**src/rtl/uart_tx_fifo.sv**
```systemverilog
`timescale 1ns/1ps
// 8N1 UART transmitter fed by a small byte FIFO; one bit per uartEn strobe.
// Define UART_TX_PARITY_EN to insert an even-parity bit before the stop bit.
module uart_tx_fifo #(
  parameter int FIFO_DEPTH_LOG2 = 2
) (
  input  logic                     sysClk,
  input  logic                     reset,
  input  logic                     uartEn,
  input  logic [7:0]               inData,
  input  logic                     inValid,
  output logic                     inReady,
  output logic                     tx,
  output logic                     busy,
  output logic [FIFO_DEPTH_LOG2:0] fifoCount
);

  localparam int DEPTH = 1 << FIFO_DEPTH_LOG2;
  localparam logic [FIFO_DEPTH_LOG2:0]   DEPTH_C = (FIFO_DEPTH_LOG2+1)'(DEPTH);
  localparam logic [FIFO_DEPTH_LOG2:0]   CNT_ONE = (FIFO_DEPTH_LOG2+1)'(1);
  localparam logic [FIFO_DEPTH_LOG2-1:0] PTR_ONE = (FIFO_DEPTH_LOG2)'(1);

  typedef enum logic [2:0] {
    S_IDLE,
    S_START,
    S_DATA,
`ifdef UART_TX_PARITY_EN
    S_PARITY,
`endif
    S_STOP
  } state_t;

  state_t                     state_q, state_d;
  logic [7:0]                 shift_q, shift_d;
  logic [2:0]                 bit_idx_q, bit_idx_d;
  logic                       tx_q, tx_d;
  logic [FIFO_DEPTH_LOG2-1:0] wr_ptr_q, wr_ptr_d;
  logic [FIFO_DEPTH_LOG2-1:0] rd_ptr_q, rd_ptr_d;
  logic [FIFO_DEPTH_LOG2:0]   count_q, count_d;
  logic [7:0]                 mem_q [DEPTH];
  logic                       push, pop, fifo_nempty;

  assign inReady     = (count_q < DEPTH_C);
  assign fifo_nempty = (count_q != '0);
  assign push        = inValid && inReady;
  assign tx          = tx_q;
  assign busy        = (state_q != S_IDLE) || fifo_nempty;
  assign fifoCount   = count_q;

  always_comb begin
    state_d   = state_q;
    shift_d   = shift_q;
    bit_idx_d = bit_idx_q;
    tx_d      = tx_q;
    pop       = 1'b0;
    if (uartEn) begin
      unique case (state_q)
        S_IDLE, S_STOP: begin
          // Back-to-back frames: a non-empty FIFO at stop goes straight to start.
          if (fifo_nempty) begin
            pop     = 1'b1;
            shift_d = mem_q[rd_ptr_q];
            tx_d    = 1'b0;
            state_d = S_START;
          end else begin
            tx_d    = 1'b1;
            state_d = S_IDLE;
          end
        end
        S_START: begin
          tx_d      = shift_q[0];
          bit_idx_d = 3'd0;
          state_d   = S_DATA;
        end
        S_DATA: begin
          if (bit_idx_q != 3'd7) begin
            tx_d      = shift_q[bit_idx_q + 3'd1];
            bit_idx_d = bit_idx_q + 3'd1;
          end else begin
`ifdef UART_TX_PARITY_EN
            tx_d    = ^shift_q;
            state_d = S_PARITY;
`else
            tx_d    = 1'b1;
            state_d = S_STOP;
`endif
          end
        end
`ifdef UART_TX_PARITY_EN
        S_PARITY: begin
          tx_d    = 1'b1;
          state_d = S_STOP;
        end
`endif
        default: begin
          tx_d    = 1'b1;
          state_d = S_IDLE;
        end
      endcase
    end
  end

  always_comb begin
    wr_ptr_d = push ? wr_ptr_q + PTR_ONE : wr_ptr_q;
    rd_ptr_d = pop  ? rd_ptr_q + PTR_ONE : rd_ptr_q;
    count_d  = count_q;
    unique case ({push, pop})
      2'b10:   count_d = count_q + CNT_ONE;
      2'b01:   count_d = count_q - CNT_ONE;
      default: count_d = count_q;
    endcase
  end

  always_ff @(posedge sysClk or posedge reset) begin
    if (reset) begin
      state_q   <= S_IDLE;
      shift_q   <= 8'h00;
      bit_idx_q <= 3'd0;
      tx_q      <= 1'b1;
      wr_ptr_q  <= '0;
      rd_ptr_q  <= '0;
      count_q   <= '0;
    end else begin
      state_q   <= state_d;
      shift_q   <= shift_d;
      bit_idx_q <= bit_idx_d;
      tx_q      <= tx_d;
      wr_ptr_q  <= wr_ptr_d;
      rd_ptr_q  <= rd_ptr_d;
      count_q   <= count_d;
    end
  end

  // Storage needs no reset; emptiness is tracked by count_q alone.
  always_ff @(posedge sysClk) begin
    if (push) mem_q[wr_ptr_q] <= inData;
  end

endmodule

```
**config.mk**
```make
export PLATFORM = sky130hd
export DESIGN_NAME = uart_tx_fifo
export DESIGN_NICKNAME = d
export VERILOG_FILES = /design/src/rtl/uart_tx_fifo.sv
export SDC_FILE = /design/constraint.sdc
export NUM_CORES = 1
export LEC_CHECK = 0
export ABC_CLOCK_PERIOD_IN_PS = 6200
export CAP_MARGIN = 20
export CORE_UTILIZATION = 38
export DETAILED_ROUTE_END_ITERATION = 12
export PLACE_DENSITY = 0.61
export SLEW_MARGIN = 20
export SYNTH_ARGS = -nofsm -noshare
export SYNTH_HDL_FRONTEND = slang
export SYNTH_SLANG_ARGS = --single-unit
```
**constraint.sdc**
```tcl
create_clock -name sysClk -period 6.2 [get_ports sysClk]
set_clock_uncertainty 0.2 [all_clocks]
set_input_delay 1.86 -clock sysClk [delete_from_list [all_inputs] [get_ports sysClk]]
set_output_delay 1.86 -clock sysClk [all_outputs]
set_load 0.01 [all_outputs]
```
# == Word level (Yosys, flattened, before mapping) ==
# Memory sizes are Yosys's and may differ from the RTL's. A register that Yosys moved wholly into a read port is not among the register bits.
# Index checks and enable logic that the tools add are counted.
# totals
reg_bits,14
ramBits,32
inputBits,12
out_inout_bits,6
wordCells,49
mem_count,1
# op_classes
add_sub_neg,5
magnitude_cmp,2
n_eq_ne,8
n_mux,16
reduce_logical,11
# mem_list
memory,depth,word_bits,read_ports,rd_clocked_by_memory_dff,wr,line,source
mem_q,4,8,1,1,1,40,logic [7:0] mem_q [DEPTH];
# ops
cell,count
one-hot mux 3 bit (2 select lines),2
2-to-1 mux 1 bit,9
one-hot mux 3 bit (3 select lines),1
adder 3 x 1 -> 3 bit (second input constant),2
equality test 3 x 2 -> 1 bit (second input constant),2
2-to-1 mux 3 bit,2
AND reduction 3 bit,2
nonzero test 3 bit,2
adder 2 x 1 -> 2 bit (second input constant),2
< comparator 3 x 4 -> 1 bit (second input constant),1
!= test 2 bit (second input constant),2
nonzero test 2 bit,2
binary-select mux 1 bit (select 3 bit),1
equality test 3 x 1 -> 1 bit (second input constant),1
logical NOT 3 bit,1
< comparator 3 bit (second input constant),1
!= test 3 bit (second input constant),1
one-hot mux 1 bit (3 select lines),1
subtractor 3 x 1 -> 3 bit (second input constant),1
equality test 2 x 1 -> 1 bit (second input constant),1
equality test 2 bit (second input constant),1
AND reduction 2 bit,1
OR reduction 2 bit,1
logical AND 1 bit,1
logical OR 1 bit,1

# == Depth between registers and ports, before layout ==
# Gate-level depths: netlist (run 1).
# depth
ltp_word,6
ltp_mapped,10
mapped_depth_nobuf,9

# == Worst setup path after synthesis (run 1) ==
# No wires, ideal clock.
# synth_timing
path_type,input to register
from,input uartEn
to,"register count_q[2], in the netlist fifoCount[2]"
setup_time_ps,80
t_arrival_ps,3206
required_ps,5920
setup_slack_ps,2715
cell_stages,8
n_path_buf,1
cell_sequence,nor3b_1 -> buf_4 -> ha_1 -> inv_1 -> fa_1 -> xor2_1 -> nor2_1 -> xnor2_1
# synth_between
elab_chain_len,3
word_cells_on_any_way,5
cone_classes,2 x eq/ne; 2 x mux; 1 x reduce/logical
# synth_lines
element,line,source
from (decl),9,"input logic uartEn,"
2-to-1 mux 1 bit *,56,if (uartEn) begin
named net pop,41,"logic push, pop, fifo_nempty;"
equality test 2 x 1 -> 1 bit / equality test 2 bit (equally long branches),107,"unique case ({push, pop})"
one-hot mux 3 bit (2 select lines) / nonzero test 2 bit (equally long branches),--,
to (signal assigned),130,count_q <= count_d;
to (decl),39,"logic [FIFO_DEPTH_LOG2:0] count_q, count_d;"
# The timed path passes the listed nets; every way through them passes the cells marked *.
# A chain may end at the register's enable or synchronous reset.

# == Worst setup path in the final report (run 1) ==
# layout_timing
from,input uartEn
to,"register count_q[2], in the netlist fifoCount[2]"
# layout_between
elab_chain_len,3
word_cells_on_any_way,5
cone_classes,2 x eq/ne; 2 x mux; 1 x reduce/logical
# layout_lines
element,line
2-to-1 mux 1 bit *,56
equality test 2 x 1 -> 1 bit / equality test 2 bit (equally long branches),107
one-hot mux 3 bit (2 select lines) / nonzero test 2 bit (equally long branches),--
# Every way passes the cells marked *; elsewhere a longest branch is shown, timed or not.

==> tab_implementation.tex, run 1 <==
\begin{tabular}{lr}
\hline
Metric & Value \\
\hline
\multicolumn{2}{l}{\textbf{Synthesis}} \\
Syn avg cell area & 17.1 sq um \\
Distinct cell type count after synthesis & 33 \\
Post-Syn Nets & 159 \\
Synthesized area & 2320 sq um \\
Post-synthesis sequential area ratio & 64.0\% \\
Yosys reg bits & 53 \\
Warning count from the yosys run & 0 \\
Synth Instances & 136 \\
\multicolumn{2}{l}{\textbf{Floorplanning}} \\
Number of rows created at floorplan & 28 \\
Area enclosed by the die boundary & 6430 sq um \\
IO Count & 18 \\
Floorplan die height & 80.2 um \\
Initial Utilization & between 30\% and 40\% \\
Placeable Area & 5920 sq um \\
Die Width & 80.2 um \\
\multicolumn{2}{l}{\textbf{Pwr}} \\
Post-layout total power & 1.24 mW \\
Power density of the placed cells & 465 nW/um\^{}2 \\
VDD IR-drop max & 0.178 mV \\
Leakage power summed over all cells & just over 1 nW \\
\multicolumn{2}{l}{\textbf{Timing}} \\
Transition time at the pin with the least slew margin & 777 ps \\
Fraction of the cycle the final worst path needs & between 60\% and 70\% \\
Unrepaired setup endpoints after global routing & false \\
Final Critical Period & roughly 3900 ps \\
Worst slew slack as a fraction of its limit & between 40\% and 50\% \\
Final hold violation count & 0 \\
Fmax & 255 MHz \\
Endpoints failing setup & 0 \\
Final number of max-transition violations & 0 \\
Minimum hold slack & between 300 and 400 ps \\
Final sum of negative setup slack & 0 ps \\
\multicolumn{2}{l}{\textbf{Worst setup path}} \\
Type of the setup path with the least slack & input port to flop \\
Reg-to-reg critical path endpoint & fifoCount[2]\$\_DFFE\_PP0P\_ \\
Critical path endpoint category & flop \\
Arrival time worst endpoint & 3940 ps \\
Endpoint required time on the critical path & 6220 ps \\
FF-to-FF path depth & 10 \\
Type of element launching the critical path & input port \\
Crit Path Max Fanout & 10 \\
Flop-to-flop setup slack & roughly 3600 ps \\
Startpoint of the lowest-slack register-to-register path & state\_q[0]\$\_DFFE\_PP0P\_ \\
\multicolumn{2}{l}{\textbf{Placement}} \\
HPWL after DPL & between 2 and 3 mm \\
Buffers on Ports & 17 \\
Area after detailed placement & 2570 sq um \\
Placer's final routability congestion estimate & 0.750 \\
\multicolumn{2}{l}{\textbf{Clock tree}} \\
Clock slew at reported path FFs & 100 ps \\
Hold Buf Count CTS & 0 \\
Count of clock tree sinks & between 50 and 60 \\
Clock tree from TritonCTS & yes \\
Maximum buffer depth of the clock tree & 2 \\
Post-CTS setup buffer count & 0 \\
Clock buffer count from CTS & 5 \\
Buffer cell driving the clock tree root & clkbuf\_8 \\
Deepest level of the CTS H-tree & 2 \\
PostCTS Resize Cnt & 0 \\
Clk Latency, worst-skew pair & 300 ps \\
\multicolumn{2}{l}{\textbf{Cells and area}} \\
Area used by multi-input combinational logic & 773 sq um \\
Share of final-layout standard cells stronger than drive strength 1 & a little over a fifth \\
Nets & 180 \\
Number of antenna repair diodes & 0 \\
Finished Core Util & 45.2\% \\
Register area & 1490 sq um \\
Area growth from synthesis to final layout & 15.1\% \\
Post-Layout Inst Area & 2670 sq um \\
Fillers & 518 \\
\multicolumn{2}{l}{\textbf{Detailed routing}} \\
Total DRC errors in the routed layout & 0 \\
Average vias per placed instance & between 5 and 6 \\
Wire length after detailed routing & approximately 3.7 mm \\
Detailed-routing iteration count for the pre-antenna-repair pass & 4 \\
Count of routing violations after the opening detailed-route iteration & 31 \\
Detail-routed net length per standard cell & 16.0 um \\
Via count & approximately 1200 \\
Post-DRT Antenna Nets & 0 \\
\multicolumn{2}{l}{\textbf{Min path}} \\
Worst hold stages & 1 \\
Worst hold-check path type & flop to flop \\
End point of the worst hold path & shift\_q[5]\$\_DFFE\_PP0P\_ \\
Min-Delay Startpoint & shift\_q[5]\$\_DFFE\_PP0P\_ \\
\multicolumn{2}{l}{\textbf{Run}} \\
Maxcap violations & 0 \\
\multicolumn{2}{l}{\textbf{Global route}} \\
Initial antenna violation count & 0 \\
Pin count of the biggest net entering global routing & 22 \\
Total global routing track utilization & 13.8\% \\
Global route overflow & 0 \\
Number of global-route vias before repair & 1276 \\
Wire length of the first global-routing pass & between 6 and 7 mm \\
\multicolumn{2}{l}{\textbf{Outcome}} \\
Result of the run & finished, final reports clean \\
\hline
\end{tabular}
[worst max-delay path, cell delays in order]
cell and delay [ps]:
clkdlybuf4s50_1 590, nor3b_2 210, buf_4 250, ha_1 210
inv_1 60, fa_1 380, xor2_1 150, nor2_1 110
xnor2_1 130
[logic make-up (layout without fill, tap and decap cells)]
kind of cell / Yosys count / after routing / share of synthesized area (%)
muxes: 22 / 22 / 16.7
buffers and inverters: 15 / 37 / 2.91
xor gates and xnor gates: 6 / 6 / 2.26
adders and majority gates: 11 / 11 / 6.25
DFF: 53 / 53 / 64.0
AOI/OAI and AO/OA: 12 / 12 / 3.50
and+or+nand+nor: 17 / 17 / 4.36
[state kept, by name (all words and copies together), names as in the netlist]
name and count:
mem_q 32, shift_q 8, bit_idx_q 3, fifoCount 3, rd_ptr_q 2, state_q 2
wr_ptr_q 2, tx 1
[layout make-up]
cell class                 count  share of cell area (%)
clock buffer                   6                    3.09
clock inverter                 2                   0.655
inverter                      11                    1.54
multi-input combinational     68                    28.9
sequential                    53                    55.6
tap                           75                    3.51
timing repair buffer          18                    6.64
[stage by stage]
step | std cells | worst slack (ps)
after floorplan | 136 | 2710
after detailed placement | 225 | 1970
final | 233 | 2280
after global routing | 233 | 2120
after CTS | 233 | 2280
after global placement | 225 | 2050
[worst max-delay path by stage]
stage	startpoint	end	slack (ps)	cells after the start
after floorplan	uartEn	fifoCount[2]$_DFFE_PP0P_	2710	8
after global placement	uartEn	fifoCount[2]$_DFFE_PP0P_	2050	9
after detailed placement	uartEn	fifoCount[2]$_DFFE_PP0P_	1970	9
after CTS	uartEn	fifoCount[2]$_DFFE_PP0P_	2280	9
after global routing	uartEn	fifoCount[2]$_DFFE_PP0P_	2120	9
final	uartEn	fifoCount[2]$_DFFE_PP0P_	2280	9
[synthesized netlist by cell type, drive strengths merged]
library cell / instances / share of area [%]
and2: 4 / 1.1
o32ai: 1 / 0.38
a32oi: 1 / 0.38
fa: 1 / 0.86
or2: 1 / 0.27
nand2: 4 / 0.65
mux2i: 2 / 0.86
nor3b: 1 / 0.32
a21bo: 1 / 0.43
nor3: 2 / 0.65
nor2b: 2 / 0.54
dfstp: 1 / 1.1
a22oi: 2 / 0.65
ha: 10 / 5.4
mux2: 10 / 6.1
edfxtp: 32 / 41
xor2: 3 / 1.1
a21oi: 1 / 0.22
buf: 3 / 0.97
o21ai: 5 / 1.1
nor4: 1 / 0.27
xnor2: 3 / 1.1
mux4: 10 / 9.7
clkbuf: 1 / 0.16
nor4bb: 1 / 0.43
nor2: 1 / 0.16
inv: 11 / 1.8
a22o: 1 / 0.38
dfrtp: 20 / 22
[layer usage]
metal	wire, um	global-route usage, %	part of all wire [%]	vias up
li1	-	-	-	550
met1	1540	16.2	41	590
met2	1990	24.3	53	21
met3	143	3.75	3.8	7
met4	63	4.82	1.7	0
met5	0	0	0	-
[where the power goes]
part / switching, mW / leakage [nW] / total [mW] / internal (mW)
clock: 0.111 / 0.0518 / 0.204 / 0.0927
sequential: 0.0883 / 0.540 / 0.567 / 0.479
combinational: 0.198 / 0.430 / 0.472 / 0.274
total: 0.397 / 1.02 / 1.24 / 0.846
[cells in the final DEF (no fill, tap or decap), types with 2 or more instances in the layout]
cell and instances:
mux4_2 10, nor2b_1 2, a22oi_1 2, mux2_4 8, clkdlybuf4s50_1 17, edfxtp_1 32
and2_1 4, clkbuf_8 6, xnor2_1 3, o21ai_0 5, dfrtp_1 20, inv_1 11
nand2_1 4, mux2_2 2, mux2i_1 2, xor2_1 3, ha_1 10
(Power assumes the default switching activity.)
==> run 2, diff against run 1 <==
- ABC_CLOCK_PERIOD_IN_PS: 6200 -> 3700
- clock period: 6.2 -> 3.7 ns (I/O delays scaled with it)
==> tab_implementation.tex, run 2 (synthesis results as in run 1) <==
\begin{tabular}{lr}
\hline
Metric & Value \\
\hline
\multicolumn{2}{l}{\textbf{Clock tree}} \\
Count of clock tree sinks & 53 \\
PostCTS Resize Cnt & 0 \\
Post-CTS setup buffer count & 0 \\
Clk Latency, worst-skew pair & $\sim$300 ps \\
Maximum buffer depth of the clock tree & 2 \\
Deepest level of the CTS H-tree & 2 \\
Clock tree from TritonCTS & yes \\
Hold Buf Count CTS & 0 \\
Clock slew at reported path FFs & 90 ps \\
Clock buffer count from CTS & 5 \\
Buffer cell driving the clock tree root & clkbuf\_8 \\
\multicolumn{2}{l}{\textbf{Global route}} \\
Pin count of the biggest net entering global routing & 22 \\
Met1 Use GR & around 16\% \\
Wire length of the first global-routing pass & $\sim$6.2 mm \\
Met3 Track Usage GR & 4.09\% \\
Met2 track demand over resource & 23.4\% \\
Initial antenna violation count & 0 \\
Total global routing track utilization & 13.4\% \\
Number of global-route vias before repair & 1259 \\
GRT Max-Usage Layer & met2 \\
Global route overflow & 0 \\
\multicolumn{2}{l}{\textbf{Timing}} \\
Final sum of negative setup slack & 0 ps \\
Fmax & 339 MHz \\
Fraction of the cycle the final worst path needs & between 70\% and 80\% \\
Final Critical Period & 2950 ps \\
Endpoints failing setup & 0 \\
Transition time at the pin with the least slew margin & 809 ps \\
Worst slew slack as a fraction of its limit & 46.0\% \\
Post-layout worst setup margin & 746 ps \\
Unrepaired setup endpoints after global routing & false \\
Final hold violation count & 0 \\
Final number of max-transition violations & 0 \\
\multicolumn{2}{l}{\textbf{Outcome}} \\
Result of the run & finished, final reports clean \\
\multicolumn{2}{l}{\textbf{Cells and area}} \\
Commonest cells after routing, fill and taps aside & edfxtp\_1, dfrtp\_1, clkdlybuf4s50\_1 \\
Post-layout instance count excluding filler cells & 234 \\
Fillers & approximately 510 \\
Registers with the most flip-flops & mem\_q x32, shift\_q x8 \\
Area growth from synthesis to final layout & 14.8\% \\
Number of antenna repair diodes & 0 \\
Most common library cell in the layout ignoring fill and taps & edfxtp\_1 \\
Post-Layout Inst Area & about 2700 sq um \\
Share of final-layout standard cells stronger than drive strength 1 & 22.0\% \\
Max FFs per register & 32 \\
Nets & 181 \\
Largest register by flop count & mem\_q \\
\multicolumn{2}{l}{\textbf{Pwr}} \\
Power density of the placed cells & between 700 and 800 nW/um\^{}2 \\
Leakage power summed over all cells & 1.02 nW \\
Post-layout total power & 2.04 mW \\
VDD IR-drop max & approximately 0.29 mV \\
\multicolumn{2}{l}{\textbf{Detailed routing}} \\
Count of routing violations after the opening detailed-route iteration & 29 \\
Total DRC errors in the routed layout & 0 \\
Wire length after detailed routing & 3.74 mm \\
Detailed-routing iteration count for the pre-antenna-repair pass & 4 \\
Average vias per placed instance & 5.03 \\
Detail-routed net length per standard cell & 16.0 um \\
Via count & about 1200 \\
Post-DRT Antenna Nets & 0 \\
\multicolumn{2}{l}{\textbf{Placement}} \\
Buffers on Ports & 17 \\
HPWL after DPL & 2.68 mm \\
Placer's final routability congestion estimate & 0.705 \\
Number of placed cells counting well taps & about 230 \\
Area after detailed placement & between 2000 and 3000 sq um \\
Dpl ws & $\sim$440 ps \\
\multicolumn{2}{l}{\textbf{Worst setup path}} \\
Crit Path Max Fanout & 8 \\
Type of element launching the critical path & input port \\
Arrival time worst endpoint & 2980 ps \\
Endpoint required time on the critical path & 3730 ps \\
Type of the setup path with the least slack & input port to flop \\
Critical path endpoint category & flop \\
\multicolumn{2}{l}{\textbf{Floorplanning}} \\
Die Width & 80.2 um \\
Number of rows created at floorplan & 28 \\
Floorplan die height & 80.2 um \\
Area enclosed by the die boundary & 6430 sq um \\
IO Count & 18 \\
Placeable Area & 5920 sq um \\
Initial Utilization & about 39\% \\
\multicolumn{2}{l}{\textbf{Min path}} \\
Worst hold-check path type & flop to flop \\
\multicolumn{2}{l}{\textbf{Run}} \\
Maxcap violations & 0 \\
\hline
\end{tabular}
-- run 2: final timing paths --
kind	start	to	slack (ps)	cells past startpoint
setup / recovery	uartEn	fifoCount[2]$_DFFE_PP0P_	750	8
hold / removal	shift_q[1]$_DFFE_PP0P_	shift_q[1]$_DFFE_PP0P_	320	1
setup reg to reg	state_q[0]$_DFFE_PP0P_	fifoCount[2]$_DFFE_PP0P_	1340	9
hold reg to reg	shift_q[1]$_DFFE_PP0P_	shift_q[1]$_DFFE_PP0P_	320	1
max in group asynchronous	reset	shift_q[5]$_DFFE_PP0P_	1740	2
min in group asynchronous	reset	wr_ptr_q[0]$_DFFE_PP0P_	1050	2
-- run 2: layout make-up --
type | count | area [sq um] | area share (%)
timing repair buffer | 19 | 185 | 6.94
multi-input combinational | 68 | 773 | 29.0
clock buffer | 5 | 68.8 | 2.58
inverter | 11 | 41.3 | 1.55
clock inverter | 3 | 17.5 | 0.657
sequential | 53 | 1490 | 55.8
tap | 75 | 93.8 | 3.52
-- run 2: metal layers --
metal / part of all wire [%] / up-vias
met5: 0 / -
met4: 1.2 / 0
met3: 3.6 / 4
met2: 52 / 26
met1: 43 / 599
li1: - / 548
-- run 2: critical path, cell delays in order --
cell	delay, ps
clkdlybuf4s50_1	590
nor3b_2	250
ha_1	210
inv_1	60
fa_1	370
xor2_1	150
nor2_1	120
xnor2_1	130
-- run 2: through the flow --
| step | hold WS [ps] | util, % |
|---|---|---|
| finish | 319 | 45.1 |
| global route | 342 | 45.1 |
| CTS | 322 | 45.1 |
| detailed placement | 298 | 43.6 |
| global placement | 297 | 43.6 |
| floorplan | 276 | - |
-- run 2: report_power, final --
group | total, mW | switching [mW] | leakage [nW] | internal, mW
logic | 0.783 | 0.321 | 0.435 | 0.462
clock network | 0.311 | 0.181 | 0.0401 | 0.130
registers | 0.951 | 0.148 | 0.540 | 0.803
